`src/rtl/step_scheduler.sv`:
```
// Step timing and per-voice trigger issue for the beat sequencer; one step = max(step_period, MIN_PERIOD) cycles.
// Triggers are held on trig_valid until trig_ready; a step that expires with triggers still pending pulses overrun and drops them.
module step_scheduler #(
  parameter int unsigned MIN_PERIOD = 8
) (
  input  logic        MCLK,
  input  logic        reset,
  input  logic        poweron,
  input  logic [15:0] row0,
  input  logic [15:0] row1,
  input  logic [15:0] row2,
  input  logic [15:0] row3,
  input  logic [15:0] row4,
  input  logic [15:0] row5,
  input  logic [15:0] row6,
  input  logic [6:0]  mute,
  input  logic [23:0] step_period,
  input  logic        trig_ready,
  output logic [3:0]  counter,
  output logic        step_tick,
  output logic        trig_valid,
  output logic [2:0]  trig_voice,
  output logic        overrun,
  output logic        running
);

  typedef enum logic [1:0] {S_IDLE, S_LATCH, S_ISSUE, S_WAIT} state_t;

  state_t      state_q;
  logic [3:0]  counter_q;
  logic        step_tick_q;
  logic        trig_valid_q;
  logic [2:0]  trig_voice_q;
  logic        overrun_q;
  logic        running_q;
  logic        late_q;
  logic [23:0] period_q;
  logic [23:0] count_q;
  logic [6:0]  mask_q;

  logic [6:0]  hits;
  logic [6:0]  mask_d;
  logic [23:0] period_d;
  logic        accept;
  logic        expiry;

  function automatic logic [2:0] lowest_voice(input logic [6:0] m);
    lowest_voice = 3'd0;
    for (int i = 6; i >= 0; i--) begin
      if (m[i]) lowest_voice = 3'(i);
    end
  endfunction

  // A late step has already advanced the counter, so its expiry must not fire again.
  always_comb begin
    hits = {row6[counter_q], row5[counter_q], row4[counter_q], row3[counter_q],
            row2[counter_q], row1[counter_q], row0[counter_q]} & ~mute;
    period_d = (step_period < 24'(MIN_PERIOD)) ? 24'(MIN_PERIOD) : step_period;
    accept = trig_valid_q && trig_ready;
    mask_d = mask_q;
    if (accept) mask_d[trig_voice_q] = 1'b0;
    expiry = !late_q && (count_q == period_q - 24'd1);
  end

  always_ff @(posedge MCLK) begin
    if (reset) begin
      state_q      <= S_IDLE;
      counter_q    <= 4'd0;
      step_tick_q  <= 1'b0;
      trig_valid_q <= 1'b0;
      trig_voice_q <= 3'd0;
      overrun_q    <= 1'b0;
      running_q    <= 1'b0;
      late_q       <= 1'b0;
      period_q     <= 24'(MIN_PERIOD);
      count_q      <= 24'd0;
      mask_q       <= 7'd0;
    end else if (!poweron) begin
      state_q      <= S_IDLE;
      counter_q    <= 4'd0;
      step_tick_q  <= 1'b0;
      trig_valid_q <= 1'b0;
      trig_voice_q <= 3'd0;
      overrun_q    <= 1'b0;
      running_q    <= 1'b0;
      late_q       <= 1'b0;
      count_q      <= 24'd0;
      mask_q       <= 7'd0;
    end else begin
      step_tick_q <= 1'b0;
      overrun_q   <= 1'b0;
      case (state_q)
        S_IDLE: begin
          state_q     <= S_LATCH;
          step_tick_q <= 1'b1;
          running_q   <= 1'b1;
          count_q     <= 24'd0;
        end
        S_LATCH: begin
          period_q <= period_d;
          mask_q   <= hits;
          count_q  <= 24'd1;
          late_q   <= 1'b0;
          if (hits != 7'd0) begin
            state_q      <= S_ISSUE;
            trig_valid_q <= 1'b1;
            trig_voice_q <= lowest_voice(hits);
          end else begin
            state_q <= S_WAIT;
          end
        end
        S_ISSUE: begin
          count_q <= count_q + 24'd1;
          if (late_q) begin
            if (accept) begin
              state_q      <= S_LATCH;
              step_tick_q  <= 1'b1;
              trig_valid_q <= 1'b0;
              mask_q       <= 7'd0;
              count_q      <= 24'd0;
              late_q       <= 1'b0;
            end
          end else if (expiry) begin
            counter_q <= counter_q + 4'd1;
            overrun_q <= (mask_d != 7'd0);
            if (accept) begin
              state_q      <= S_LATCH;
              step_tick_q  <= 1'b1;
              trig_valid_q <= 1'b0;
              mask_q       <= 7'd0;
              count_q      <= 24'd0;
            end else begin
              // Keep only the voice on the bus; the rest of this step is dropped.
              mask_q <= mask_q & (7'd1 << trig_voice_q);
              late_q <= 1'b1;
            end
          end else if (accept) begin
            mask_q <= mask_d;
            if (mask_d == 7'd0) begin
              state_q      <= S_WAIT;
              trig_valid_q <= 1'b0;
            end else begin
              trig_voice_q <= lowest_voice(mask_d);
            end
          end
        end
        S_WAIT: begin
          count_q <= count_q + 24'd1;
          if (expiry) begin
            counter_q   <= counter_q + 4'd1;
            state_q     <= S_LATCH;
            step_tick_q <= 1'b1;
            count_q     <= 24'd0;
          end
        end
        default: state_q <= S_IDLE;
      endcase
    end
  end

  assign counter    = counter_q;
  assign step_tick  = step_tick_q;
  assign trig_valid = trig_valid_q;
  assign trig_voice = trig_voice_q;
  assign overrun    = overrun_q;
  assign running    = running_q;

endmodule

```
`config.mk`:
```
export PLATFORM = sky130hd
export DESIGN_NAME = step_scheduler
export DESIGN_NICKNAME = d
export VERILOG_FILES = /design/src/rtl/step_scheduler.sv
export SDC_FILE = /design/constraint.sdc
export NUM_CORES = 1
export LEC_CHECK = 0
export ABC_AREA = 1
export CAP_MARGIN = 5
export CORE_MARGIN = 8
export CORE_UTILIZATION = 46
export CTS_BUF_LIST = sky130_fd_sc_hd__clkbuf_4 sky130_fd_sc_hd__clkbuf_8 sky130_fd_sc_hd__clkbuf_16
export DETAILED_ROUTE_END_ITERATION = 8
export MAX_ROUTING_LAYER = met4
export PLACE_DENSITY = 0.88
export SKIP_CTS_REPAIR_TIMING = 1
export SLEW_MARGIN = 20
export SYNTH_ARGS = -nofsm -noshare
export SYNTH_HDL_FRONTEND = slang
export SYNTH_SLANG_ARGS = --single-unit
```
`constraint.sdc`:
```
create_clock -name MCLK -period 2.25 [get_ports MCLK]
set_input_delay 0.675 -clock MCLK [delete_from_list [all_inputs] [get_ports MCLK]]
set_output_delay 0.675 -clock MCLK [all_outputs]
set_load 0.05 [all_outputs]
```
==> Yosys cells after proc, flatten, opt, wreduce, memory -nomap -nowiden <==
Index checks and enable logic that the tools add are counted.
{ "op_classes": {"reduce_logical": 18, "magnitude_cmp": 4, "muxes": 76, "eq_ne": 14, "n_addsub": 3, "n_shift": 1, "n_bitwise": 8} }
{ "ops": {"columns": ["cell", "n"], "rows": [
  ["24-bit 2-to-1 mux", 5],
  ["24-bit one-hot mux with 4 select lines", 1],
  ["3-bit 2-to-1 mux", 19],
  ["7-bit 2-to-1 mux", 6],
  ["1-bit binary-select mux with 4-bit select", 7],
  ["24-bit by 1-bit adder with 24-bit output, second input constant", 1],
  ["24-bit == test", 1],
  ["24-bit by 4-bit < comparator with 1-bit output, second input constant", 1],
  ["24-bit by 1-bit subtractor with 24-bit output, second input constant", 1],
  ["1-bit 2-to-1 mux", 22],
  ["7-bit AND", 3],
  ["7-bit NOT", 2],
  ["7-bit one-hot mux with 2 select lines", 1],
  ["7-bit nonzero test", 2],
  ["2-bit 2-to-1 mux", 6],
  ["2-bit != test, second input constant", 6],
  ["4-bit 2-to-1 mux", 2],
  ["4-bit != test, second input constant", 2],
  ["2-bit one-hot mux with 4 select lines", 1],
  ["4-bit one-hot mux with 2 select lines", 1],
  ["7-bit zero test", 1],
  ["1-bit by 3-bit left shift with 7-bit output, first input constant", 1],
  ["3-bit != test, second input constant", 2],
  ["3-bit one-hot mux with 2 select lines", 1],
  ["20 further kinds", 29]
]} }
{ "word_totals": {"output_inout_bits": 11, "input_bits": 147, "wordCells": 135, "regBits": 69} }

==> Logic depth before layout (Yosys ltp) <==
Gate-level depths: netlist (run 1).
{ "logic_depth": {"word_depth": 19, "ltp_mapped": 19, "depth_no_buf": 19} }

==> Worst setup path after synthesis (run 1) <==
Ideal clock, no wire load.
{ "synth_path": {"path_type": "register to register", "startpoint": "register counter_q[1] (netlist: counter[1])", "endpoint": "register trig_voice_q[0] (netlist: trig_voice[0])", "stages_incl_launch_ff": 12, "n_path_buf": 2, "required_ns": 2.137, "setup_ns": 0.113, "arrival_ns": 2.186, "setup_slack_ns": -0.049, "cell_sequence": "dfxtp_1 > buf_2 > clkbuf_1 > o21ai_0 > o211ai_1 > nand3_1 > a21oi_1 > nor2_1 > nand2_1 > nand3_2 > o21ai_1 > nor2_1"} }
{ "synth_via": {"elab_chain_cells": 11, "word_cells_on_any_way": 26} }
{ "synth_lines": {"columns": ["item", "line_no", "source"], "rows": [
  ["start: declaration", "30", "logic [3:0] counter_q;"],
  ["start signal: assignment", "124", "counter_q <= counter_q + 4'd1;"],
  ["start signal: assignment", "150", "counter_q <= counter_q + 4'd1;"],
  ["1-bit binary-select mux with 4-bit select", "56", "hits = {row6[counter_q], row5[counter_q], row4[counter_q], row3[counter_q],"],
  ["1-bit 2-to-1 mux (implied by the code)", "56", null],
  ["7-bit AND (*)", "57", "row2[counter_q], row1[counter_q], row0[counter_q]} & ~mute;"],
  ["3-bit 2-to-1 mux (6 in a row)", "50", "if (m[i]) lowest_voice = 3'(i);"],
  ["3-bit 2-to-1 mux", "104", "if (hits != 7'd0) begin"],
  ["3-bit one-hot mux with 2 select lines", "92", "case (state_q)"],
  ["end signal: assignment", "107", "trig_voice_q <= lowest_voice(hits);"],
  ["end signal: assignment", "143", "trig_voice_q <= lowest_voice(mask_d);"],
  ["end: declaration", "33", "logic [2:0] trig_voice_q;"]
]} }
Every way passes the cells marked *; elsewhere a longest branch is shown, timed or not. The select of a mux whose other input is x is not followed.
A chain may end at the register's enable or synchronous reset.

==> Final worst setup path (run 1) <==
{ "layout_path": {"startpoint": "register period_q[1]", "endpoint": "register count_q[12]"} }
{ "layout_via": {"elab_chain_cells": 6, "word_cells_on_any_way": 7} }
{ "layout_lines": {"columns": ["item", "line_no", "source"], "rows": [
  ["start: declaration", "37", "logic [23:0] period_q;"],
  ["start signal: assignment", "75", "period_q <= 24'(MIN_PERIOD);"],
  ["start signal: assignment", "100", "period_q <= period_d;"],
  ["24-bit by 1-bit subtractor with 24-bit output (*)", "62", "expiry = !late_q && (count_q == period_q - 24'd1);"],
  ["24-bit == test (*)", "62", null],
  ["1-bit logical AND (*)", "62", null],
  ["24-bit 2-to-1 mux", "123", "end else if (expiry) begin"],
  ["24-bit 2-to-1 mux", "114", "if (late_q) begin"],
  ["24-bit one-hot mux with 4 select lines (*)", "92", null],
  ["end signal: assignment", "113", "count_q <= count_q + 24'd1;"],
  ["end signal: assignment", "148", "count_q <= count_q + 24'd1;"],
  ["end: declaration", "38", "logic [23:0] count_q;"]
]} }
Every way passes the cells marked *; elsewhere a longest branch is shown, timed or not.

==> results.md, run 1 <==
Floorplan:
- The boundary pin count is approximately 160.
- The die covers around 17000 µm².
- The core region is around 13000 µm².
- Measured along the x axis, the die boundary spans approximately 130 µm.
- The floorplan has 42 rows.
- The initial utilization of the core area, before any placement, comes to 0.469.
- From bottom edge to top edge, the die measures 132 µm.

Logic synthesis:
- The register bit total from synthesis is 69.
- The proportion of synthesized chip area in sequential cells is 0.223.
- In this run the mean area of a mapped cell was around 5.9 µm².
- In the synthesized netlist the dominant register cell turns out to be sky130_fd_sc_hd__dfxtp_1.
- Of all flip-flops after synthesis, the portion carrying an async set or reset was 0.
- The cell with the most instances after synthesis is sky130_fd_sc_hd__nand2_1.
- In this run, synthesis inferred 0 flip-flops with an integrated enable.
- The number of library cell types mapped by synthesis is 46.
- The number of instances in the synthesized netlist is roughly 1000.
- Of the post-synthesis cell area, the dominant cell type holds 0.223.
- The net count after synthesis is roughly 1200.
- In this run the cell area of the synthesized design comes to between 6000 and 7000 µm².
- In the post-synthesis netlist, the biggest area contributors are sky130_fd_sc_hd__dfxtp_1 22%, sky130_fd_sc_hd__nand2_1 14%, sky130_fd_sc_hd__nor2_1 11%, sky130_fd_sc_hd__o21ai_0 7.8%, sky130_fd_sc_hd__inv_1 7.7%.
- Yosys printed 0 warnings.
- The biggest area contributor in the post-synthesis netlist is sky130_fd_sc_hd__dfxtp_1.
- After synthesis, the most frequently instantiated cells are 226 x sky130_fd_sc_hd__nand2_1, 189 x sky130_fd_sc_hd__nor2_1, 127 x sky130_fd_sc_hd__inv_1, 97 x sky130_fd_sc_hd__o21ai_0, 77 x sky130_fd_sc_hd__nand3_1.

Clock network:
- The clock latency on the worst-skew pair is 350 ps.
- The number of buffers created by CTS is 9.
- The longest clock path from root to sink contains 2 buffers.
- The H-tree generated during clock tree synthesis spans 3 levels.
- Clock-pin slew was measured on the worst setup and hold paths at approximately 60 ps.
- The buffer type at the clock tree root is sky130_fd_sc_hd__clkbuf_16.
- Counting every sink on the clock net gives 69.
- TritonCTS built the clock tree.

Power:
- The power share of the combinational group is 0.301.
- The analysis attributes to net switching a power of approximately 1.2 mW.
- The clock network power share is 0.364.
- The power per standard cell area is between 400 and 500 nW/µm².
- The internal cell power is 2.67 mW.
- The sum of internal, switching and leakage power is slightly below 4 mW.
- The sequential power share is 0.335.
- The peak supply drop is roughly 0.48 mV.
- The static power due to leakage is ~4.5 nW.
- Of the total power, the share spent switching nets is 0.314.

Routing:
- The routed design uses between 10000 and 15000 µm of met2 wire.
- The detailed-route wire length on metal 1 is between 10000 and 15000 µm.
- The final wirelength is ~25000 µm.
- The number of antenna-violating nets in the routed design is 0.
- Using the TritonRoute via totals, the vias-per-cell ratio works out to roughly 5.6.
- The mean routed wirelength per cell is approximately 17 µm.
- The first routing iteration left a little over 1000 violations.
- The highest metal layer carrying signal wires in the routed design is met4.
- The routed length on met3 is about 2100 µm.
- The number of detailed-routing iterations run before antenna repair is 6.
- After detailed routing, the number of remaining DRC violations is 0.
- The number of vias after detailed routing is between 8000 and 9000.

Global routing:
- The number of global-route vias before repair is around 7700.
- Entering global routing, the biggest net connects 47 pins.
- The initial antenna violation count is 0.
- The total congestion overflow after global routing is 0.
- The global-route wire length before repair is roughly 35000 µm.
- In the global route stage, overall resource usage came out at 0.249.

Layout:
- The area growth from synthesis to layout is 55.8%.
- The area of all placed cells without fillers is around 9600 µm².
- The number of standard cells in the layout, taps in and fillers out is between 1500 and 2000.
- At the end of the flow, the number of nets in the layout was around 1500.
- 0 antenna diodes ended up in the layout.
- The share of final-layout standard cells stronger than drive strength 1 is 0.223.

Worst setup path:
- In this run the critical register-to-register path is captured at count_q[12].
- Data arrives at the worst endpoint at between 2000 and 3000 ps.
- The largest incremental delay on the critical path is about 330 ps.
- STA classifies the critical path startpoint as a register.
- Along the worst path, the maximum fanout reaches 4.
- The critical path goes through inv_2 > buf_4 > nand3_4 > nor2_4 > buf_4 > nand3b_1 > nand2_2 > buf_4 > nand2_1 > nor2_1 > nand3_2 > nor2_4 > nand3_4 > nand2_4 > nand3_4 > buf_4 > nand4_1 > inv_1.
- The buffering stage count on the worst path with inverters included is 6.
- The cell that appears most often on the critical path is sky130_fd_sc_hd__buf_4.
- Counting cells, the worst reg-to-reg path comes to 18.
- The worst setup path category is register to register.
- The critical path crosses 18 cells after its start point.
- The cell at the slowest stage of the critical path is sky130_fd_sc_hd__dfxtp_2.
- At the worst endpoint, the required time is between 2000 and 2500 ps.
- STA classifies the critical path endpoint as a register.
- Setup slack on the worst reg-to-reg path comes out at -370 ps.
- In this run the critical register-to-register path is launched from period_q[1].
- The critical path's top delay family is simple AND/OR/NAND/NOR gates.

Timing:
- The max-slew violation total from the final report is 0.
- The post-layout minimum cycle time is around 2600 ps.
- The pin slew with the least headroom to its limit is 573 ps.
- The clock arrives with between 10 and 15 ps of skew.
- The number of setup violations in the final report is between 40 and 50.
- The timing-limited maximum frequency is 0.382 GHz.
- Setup repair after global routing could not meet its margin everywhere.
- Adding up every negative setup slack in the final design gives -11730 ps.
- The worst slew margin relative to its limit is 0.617.
- The final period utilization is 1.16.
- The number of hold violations in the final report is 0.
- Setup slack on the critical path of the routed design comes to -368 ps.

Worst hold path:
- The path with the worst hold slack has its endpoint at period_q[7].
- The class of the tightest hold or removal check is register to register.
- Counting instances, the worst hold path has a depth of 2.
- The launch instance of the worst min-delay path is period_q[7].

Placed design:
- The total placed instance area is ~8800 µm².
- The HPWL after detailed placement is 17100 µm.
- Once placement completed, the tool counted placed cells totaling about 1500.
- Port buffering added 157 buffers.
- The post-place setup slack is -394 ps.
- The congestion estimate from routability-driven global placement came to 0.923.

Run status:
- The checks that failed: setup timing.
- The flow ran to the end, but the final reports show violations.

Flow run:
- The max-capacitance violation count is 0.
-- sequential cells by signal (all words and copies together), names as in the netlist --
name,count
overrun,1
late_q,1
trig_valid,1
count_q,24
step_tick,1
mask_q,7
trig_voice,3
state_q,2
period_q,24
running,1
counter,4
-- power by group through the flow --
stage / clock [mW] / combinational (mW) / sequential, mW
finish: 1.41 / 1.17 / 1.30
global placement: 0 / 0.979 / 1.32
CTS: 1.40 / 1.01 / 1.29
detailed placement: 0 / 0.998 / 1.32
global route: 1.46 / 1.26 / 1.30
floorplan: 0 / 0.476 / 1.33
-- routing by layer --
metal	vias to the layer above	global-route usage
met5	-	-
met4	0	0.107
met3	126	0.0389
met2	525	0.410
met1	3761	0.297
li1	3938	-
-- how the worst max path moves through the flow --
stage	slack [ps]	to	startpoint
floorplan	20	state_q[1]	trig_valid
global placement	-310	state_q[1]	trig_ready
detailed placement	-390	state_q[1]	trig_ready
CTS	-270	count_q[23]	period_q[1]
global route	-510	count_q[12]	period_q[9]
finish	-370	count_q[12]	period_q[1]
-- cell type report --
cell class                      count  area (µm²)
Sequential cell                    69        1390
Timing Repair Buffer              296        2760
Fill cell                         925        3550
Tap cell                          176         220
Clock inverter                      3        20.0
Inverter                          135         512
Clock buffer                       13         268
Multi-Input combinational cell    810        4470
-- cells by family after synthesis --
logic type / Yosys count / share of synthesized area
AND/OR/NAND/NOR: 592 / 0.443
AO/OA/AOI/OAI: 172 / 0.154
buffers and inverters: 169 / 0.110
flip-flops: 69 / 0.223
XOR/XNOR: 39 / 0.0552
adder cells (fa/ha/maj): 7 / 0.0142
-- cell usage in the layout, fill, tap and decap left out, types with 12 or more instances in the layout --
cell type / instances
sky130_fd_sc_hd__buf_4: 131
sky130_fd_sc_hd__o211ai_1: 25
sky130_fd_sc_hd__nor2_2: 14
sky130_fd_sc_hd__nand2_1: 203
sky130_fd_sc_hd__inv_1: 121
sky130_fd_sc_hd__nor2_4: 22
sky130_fd_sc_hd__clkdlybuf4s50_1: 147
sky130_fd_sc_hd__nand4_1: 24
sky130_fd_sc_hd__nand3_1: 66
sky130_fd_sc_hd__nor2_1: 178
sky130_fd_sc_hd__dfxtp_1: 59
sky130_fd_sc_hd__o21ai_0: 87
sky130_fd_sc_hd__nand3_2: 12
sky130_fd_sc_hd__nand2_2: 29
sky130_fd_sc_hd__a21oi_1: 30
sky130_fd_sc_hd__xor2_1: 26
-- worst reg2reg max path, cell delays in order, from the launching register on --
cell and delay, ps:
sky130_fd_sc_hd__dfxtp_2 330, sky130_fd_sc_hd__inv_2 80, sky130_fd_sc_hd__buf_4 140, sky130_fd_sc_hd__nand3_4 90, sky130_fd_sc_hd__nor2_4 140, sky130_fd_sc_hd__buf_4 140
sky130_fd_sc_hd__nand3b_1 90, sky130_fd_sc_hd__nand2_2 100, sky130_fd_sc_hd__buf_4 130, sky130_fd_sc_hd__nand2_1 90, sky130_fd_sc_hd__nor2_1 180, sky130_fd_sc_hd__nand3_2 210
sky130_fd_sc_hd__nor2_4 160, sky130_fd_sc_hd__nand3_4 90, sky130_fd_sc_hd__nand2_4 80, sky130_fd_sc_hd__nand3_4 100, sky130_fd_sc_hd__buf_4 180, sky130_fd_sc_hd__nand4_1 110
sky130_fd_sc_hd__inv_1 60
-- stage by stage --
| stage | hold slack [ps] | utilization |
|---|---|---|
| 3_5_place_dp | 514 | 0.669 |
| 6_report | 528 | 0.731 |
| 2_1_floorplan | 490 | - |
| 4_1_cts | 530 | 0.691 |
| 3_3_place_gp | 476 | 0.669 |
| 5_1_grt | 538 | 0.731 |
No activity file was read; power rests on OpenSTA's default activity.
==> run 2, diff against run 1 <==
--- a/config.mk
+++ b/config.mk
@@ -10,6 +10,7 @@
 export CORE_MARGIN = 8
 export CORE_UTILIZATION = 46
 export CTS_BUF_LIST = sky130_fd_sc_hd__clkbuf_4 sky130_fd_sc_hd__clkbuf_8 sky130_fd_sc_hd__clkbuf_16
+export CTS_CLUSTER_DIAMETER = 150
 export DETAILED_ROUTE_END_ITERATION = 8
 export MAX_ROUTING_LAYER = met4
 export PLACE_DENSITY = 0.88
==> results of run 2 <==
No change in the layout: final DEF, timing and power equal those of run 1.
